File: src/rtl/mem_arb_pkg.sv
// rtl/mem_arb_pkg.sv - shared types for mem_block_arbiter (FSM states, port indices)
package mem_arb_pkg;

  typedef enum logic [1:0] {
    IDLE    = 2'd0,
    BUSY    = 2'd1,
    RELEASE = 2'd2,
    DRAIN   = 2'd3
  } state_t;

  localparam logic PORT_I = 1'b0;
  localparam logic PORT_D = 1'b1;

endpackage

File: src/rtl/mem_arb_grant.sv
// rtl/mem_arb_grant.sv - 2-way grant; MEM_ARB_RR_EN selects round-robin, else port 1 wins ties
module mem_arb_grant
  import mem_arb_pkg::*;
(
  input  logic valid0,
  input  logic valid1,
  input  logic last,
  output logic grant
);

`ifndef MEM_ARB_RR_EN
  logic unused_last;
  assign unused_last = last;
`endif

  always_comb begin
    grant = PORT_I;
    if (valid0 && valid1) begin
`ifdef MEM_ARB_RR_EN
      grant = ~last;
`else
      grant = PORT_D;
`endif
    end else if (valid1) begin
      grant = PORT_D;
    end
  end

endmodule

File: src/rtl/mem_block_arbiter.sv
// rtl/mem_block_arbiter.sv - two-port arbiter/sequencer for the block memory; MEM_ARB_RR_EN enables round-robin
module mem_block_arbiter
  import mem_arb_pkg::*;
#(
  parameter int DATA_WIDTH         = 32,
  parameter int ADDR_WIDTH         = 10,
  parameter int BLOCK_OFFSET_WIDTH = 3,
  parameter int BLOCK_SIZE         = 1 << BLOCK_OFFSET_WIDTH
) (
  input  logic                             clk,
  input  logic                             rst,
  input  logic                             req0_valid,
  input  logic [ADDR_WIDTH-1:0]            req0_addr,
  output logic                             req0_ready,
  output logic                             resp0_valid,
  input  logic                             req1_valid,
  input  logic                             req1_we,
  input  logic [ADDR_WIDTH-1:0]            req1_addr,
  input  logic [BLOCK_SIZE*DATA_WIDTH-1:0] req1_wdata,
  output logic                             req1_ready,
  output logic                             resp1_valid,
  output logic [BLOCK_SIZE*DATA_WIDTH-1:0] resp_data,
  output logic [ADDR_WIDTH-1:0]            mem_addr,
  output logic                             mem_we,
  output logic [BLOCK_SIZE*DATA_WIDTH-1:0] mem_block_din,
  input  logic                             mem_block_valid,
  input  logic [BLOCK_SIZE*DATA_WIDTH-1:0] mem_block_dout
);

  // Flipping the block-offset-adjacent bit moves to a neighbouring block, forcing the memory to re-arm.
  localparam logic [ADDR_WIDTH-1:0] REL_FLIP = ADDR_WIDTH'(BLOCK_SIZE);

  state_t state, state_next;
  logic   grant;
  logic   last;
  logic   port_q;
  logic   sel;
  logic   accept;

  mem_arb_grant u_grant (
    .valid0 (req0_valid),
    .valid1 (req1_valid),
    .last   (last),
    .grant  (grant)
  );

  assign req0_ready = !rst && (state == IDLE) && req0_valid && (grant == PORT_I);
  assign req1_ready = !rst && (state == IDLE) && req1_valid && (grant == PORT_D);
  assign accept     = req0_ready || req1_ready;
  assign sel        = req1_ready;

  always_ff @(posedge clk or posedge rst) begin
    if (rst) state <= IDLE;
    else     state <= state_next;
  end

  always_comb begin
    state_next = state;
    case (state)
      IDLE:    if (accept) state_next = BUSY;
      BUSY:    if (mem_block_valid) state_next = RELEASE;
      RELEASE: state_next = DRAIN;
      DRAIN:   if (!mem_block_valid) state_next = IDLE;
      default: state_next = IDLE;
    endcase
  end

  always_ff @(posedge clk or posedge rst) begin
    if (rst) begin
      mem_addr      <= '0;
      mem_we        <= 1'b0;
      mem_block_din <= '0;
      resp_data     <= '0;
      resp0_valid   <= 1'b0;
      resp1_valid   <= 1'b0;
      port_q        <= PORT_I;
      last          <= PORT_D;
    end else begin
      resp0_valid <= 1'b0;
      resp1_valid <= 1'b0;
      case (state)
        IDLE: begin
          if (accept) begin
            port_q        <= sel;
            last          <= sel;
            mem_addr      <= sel ? req1_addr : req0_addr;
            mem_we        <= sel & req1_we;
            mem_block_din <= sel ? req1_wdata : '0;
          end
        end
        BUSY: begin
          if (mem_block_valid) begin
            resp_data   <= mem_block_dout;
            resp0_valid <= (port_q == PORT_I);
            resp1_valid <= (port_q == PORT_D);
            mem_addr    <= mem_addr ^ REL_FLIP;
            mem_we      <= 1'b0;
          end
        end
        default: ;
      endcase
    end
  end

endmodule
File: config.mk
export PLATFORM = sky130hd
export DESIGN_NAME = mem_block_arbiter
export DESIGN_NICKNAME = d
export VERILOG_FILES = /design/src/rtl/mem_arb_pkg.sv /design/src/rtl/mem_arb_grant.sv /design/src/rtl/mem_block_arbiter.sv
export SDC_FILE = /design/constraint.sdc
export NUM_CORES = 1
export LEC_CHECK = 0
export BUFFER_PORTS_ARGS = -buffer_cell sky130_fd_sc_hd__buf_2
export CAP_MARGIN = 25
export CORE_AREA = 4 4 414 416
export DETAILED_ROUTE_END_ITERATION = 6
export DIE_AREA = 0 0 418 420
export HOLD_SLACK_MARGIN = 0.06
export PLACE_DENSITY = 0.3
export SLEW_MARGIN = 30
export SYNTH_ARGS = -nofsm -noshare
export SYNTH_HDL_FRONTEND = slang
export SYNTH_SLANG_ARGS = --single-unit
export TNS_END_PERCENT = 30
File: constraint.sdc
create_clock -name clk -period 18.86 [get_ports clk]
set_clock_uncertainty 0.1 [all_clocks]
set_input_delay 3.772 -clock clk [delete_from_list [all_inputs] [get_ports clk]]
set_output_delay 3.772 -clock clk [all_outputs]
set_load 0.03 [all_outputs]
==> summary.md <==
| Metric | Value |
|---|---|
| Status | finished, final reports clean |
| Max Slew Vio Count | 0 |
| Type of the worst setup path | input pin to output port |
| Filler cells | 18500 |
| Setup WS pre-CTS | 10.16 ns |
| Port bufs | 1064 |
| VDD IR max | 0.0694 mV |
| Starting density of the core | 11.5% |
| Remaining DRCs | 0 |
| Static Leak | 14.8 nW |
| Post-synthesis simple-gate area fraction | 0.436% |
| F_max | 0.116 GHz |
| Clock Sinks | 528 |
| Yosys reg bits | 528 |
| CTS resizes | 0 |
| CTS root buf | clkbuf_16 |
| Largest family of logic cells by synthesized area | multiplexers |
| Core area | 167000 um^2 |
| Least-Margin Pin Slew | 0.998 ns |
| Cells after synthesis | 1181 |
| Nets@finish | 2797 |
| Area growth syn-to-layout | 54.7% |
| Synthesized area | 19200 um^2 |
| Number of DRC markers in iteration 0 | 831 |
| Final Wtd Congestion | 0.838 |
| Rel. slew slack | 33.5% |
| Final wirelength | 117000 um |
| CP max FO | 10 |
| Max Cap Viol | 0 |
| Fin crit share | 45.8% |
| Initial antenna violation count | 64 |
| Final setup margin | 10.22 ns |
| Netlist cell types | 27 |
| Crit end category | output port |
| DIE WIDTH | 418 um |
| RSZ-0062 raised after global routing | no |
| Rows | 150 |
| Final min period | 8.64 ns |
| CTS H-tree lvls | 3 |
| Die area | 176000 um^2 |
| Final hold viol count | 0 |
| WP data arrival | 4.77 ns |
| CTS tree | yes |
| Largest net degree at the start of global routing | 177 |
| Antenna viol nets, final | 0 |
| Synth Area in XOR/XNOR | 0% |
| Share of layout cells above drive strength 1 | 64.1% |
| Pwr Density | 207 nW/um^2 |
| Clock Latency Late Sink | 0.64 ns |
| First drt pass iteration count | 6 |
| Dpl hpwl | 93600 um |
| Number of post-CTS setup repair buffers | 0 |
| Synth Area per Inst | 16.3 um^2 |
| Final setup viols | 0 |
| Max clock buf depth | 3 |
| Worst-path clk slew | 0.05 ns |
| Routed vias | 15200 |
| Die height | 420 um |
| Adder-Cell Fraction of Synth Area | 0.325% |
| GRT Total Usage | 12.7% |
| Final setup TNS | 0 ns |
| Mux share of post-synthesis cell area | 16.3% |
| Total gr overflow | 0 |
| First-pass GRT wire length | 153000 um |
| Compound-Gate Fraction of Synth Area | 12.0% |
| CP required | 14.99 ns |
| Hold Buf Count CTS | 0 |
| HP Class | flip-flop to flip-flop |
| Yosys warns | 0 |
| TritonCTS buffer count | 75 |
| I/O pins | 1065 |
| Sequential cell area fraction in the yosys report | 68.7% |
| Post-DR wirelength/cell | 25.8 um |
| Vias per inst | 3.34 |
| Vias in the first global route | 15900 |
| Critical Path Source Type | input pin |
| Syn_nets | 1724 |
critical path, cell delays in order:
cell and delay (ns):
buf_2 0.16, and3b_4 0.55, buf_2 0.28
where the power goes:
group,internal (mW),switching (mW)
combinational,0.866,1.89
clock,0.875,0.595
sequential,1.65,0.290
total,3.39,2.77
per-stage QoR:
stage / util (%) / instance area [um^2] / power [mW] / instances / hold WS (ns)
after global placement: 16.2 / 27100 / 4.78 / 4378 / 0.378
final: 17.8 / 29800 / 6.17 / 4538 / 0.391
after detailed placement: 16.2 / 27200 / 4.78 / 4380 / 0.376
after CTS: 17.7 / 29700 / 6.32 / 4514 / 0.396
after floorplan: - / 19200 / 3.63 / 1181 / 0.303
after global routing: 17.8 / 29700 / 6.48 / 4521 / 0.403
registers in the layout (all words and copies together), names as in the netlist:
register / cells
port_q: 1
resp0_valid: 1
resp_data: 256
mem_we: 1
mem_addr: 10
resp1_valid: 1
state: 2
mem_block_din: 256
cells in the final DEF, fill, tap and decap left out, types with 2 or more instances in the layout:
master     Yosys  final
buf_2         55   1064
dfrtp_1      528    528
mux2_2       269    269
a22o_1       256    256
clkbuf_16      0     76
diode_2        0     23
clkbuf_1      21     17
clkbuf_8       0     15
clkinv_2       0     12
buf_4          0      9
mux2_4         6      6
nor2_1         5      5
ha_1           5      5
bufinv_16      0      5
buf_6          3      5
inv_1          5      4
clkinv_8       0      4
buf_16         0      3
o21bai_1       2      2
a211o_1        2      2
a211oi_1       2      2
buf_12         0      2
per-layer routing:
metal	part of all wire [%]	vias to the layer above	global-route usage, %
met3	6.2	158	3.48
met1	41	7954	15.8
li1	-	6561	-
met2	51	491	21.8
met5	0.056	-	0
met4	2.3	10	3.15
worst paths after layout:
path                                                start                        endpoint  slack, ns  depth (start not counted)
max                                                   rst                      req1_ready      10.22                          3
min                        mem_block_din[243]$_DFFE_PP0P_  mem_block_din[243]$_DFFE_PP0P_       0.39                          1
max reg2reg                          state[1]$_DFFE_PP0P_      resp_data[254]$_DFFE_PP0P_      14.91                          7
min reg2reg                mem_block_din[243]$_DFFE_PP0P_  mem_block_din[243]$_DFFE_PP0P_       0.39                          1
max in group asynchronous                             rst      resp_data[149]$_DFFE_PP0P_      13.23                          5
min in group asynchronous                             rst              mem_we$_DFFE_PP0P_       3.04                          2
logic make-up (layout without fill, tap and decap cells):
logic type / Yosys count / in the layout
DFF: 528 / 528
muxes: 276 / 276
AOI/OAI and AO/OA: 266 / 266
buffers and inverters: 92 / 1222
and+or+nand+nor: 14 / 14
adders and majority gates: 5 / 5
other: 0 / 23
Yosys cell counts (all sizes together):
| cell | n | share of area [%] |
|---|---|---|
| a2bb2oi | 1 | 0.046 |
| a221oi | 1 | 0.046 |
| o21bai | 2 | 0.078 |
| mux2 | 275 | 16 |
| a21oi | 1 | 0.026 |
| nor2 | 6 | 0.13 |
| a22o | 256 | 12 |
| and3b | 1 | 0.046 |
| dfrtp | 528 | 69 |
| o22ai | 1 | 0.033 |
| nor3 | 1 | 0.052 |
| a211o | 2 | 0.091 |
| clkbuf | 21 | 0.41 |
| inv | 5 | 0.098 |
| nand2 | 2 | 0.039 |
| nand3b | 1 | 0.039 |
| a211oi | 2 | 0.078 |
| mux2i | 1 | 0.052 |
| nor2b | 1 | 0.033 |
| ha | 5 | 0.33 |
| buf | 66 | 1.8 |
| and4bb | 1 | 0.065 |
| nand2b | 1 | 0.033 |
cell type report:
cell class / count / area (um^2) / area share [%]
inverter: 5 / 26.3 / 0.0883
multi-input combinational: 561 / 5620 / 18.9
tap: 2204 / 2760 / 9.26
timing repair buffer: 1083 / 5570 / 18.7
clock buffer: 108 / 2170 / 7.30
clock inverter: 26 / 350 / 1.18
antenna: 23 / 57.6 / 0.193
sequential: 528 / 13200 / 44.4
Note: power is estimated with default switching activity, not from simulation.
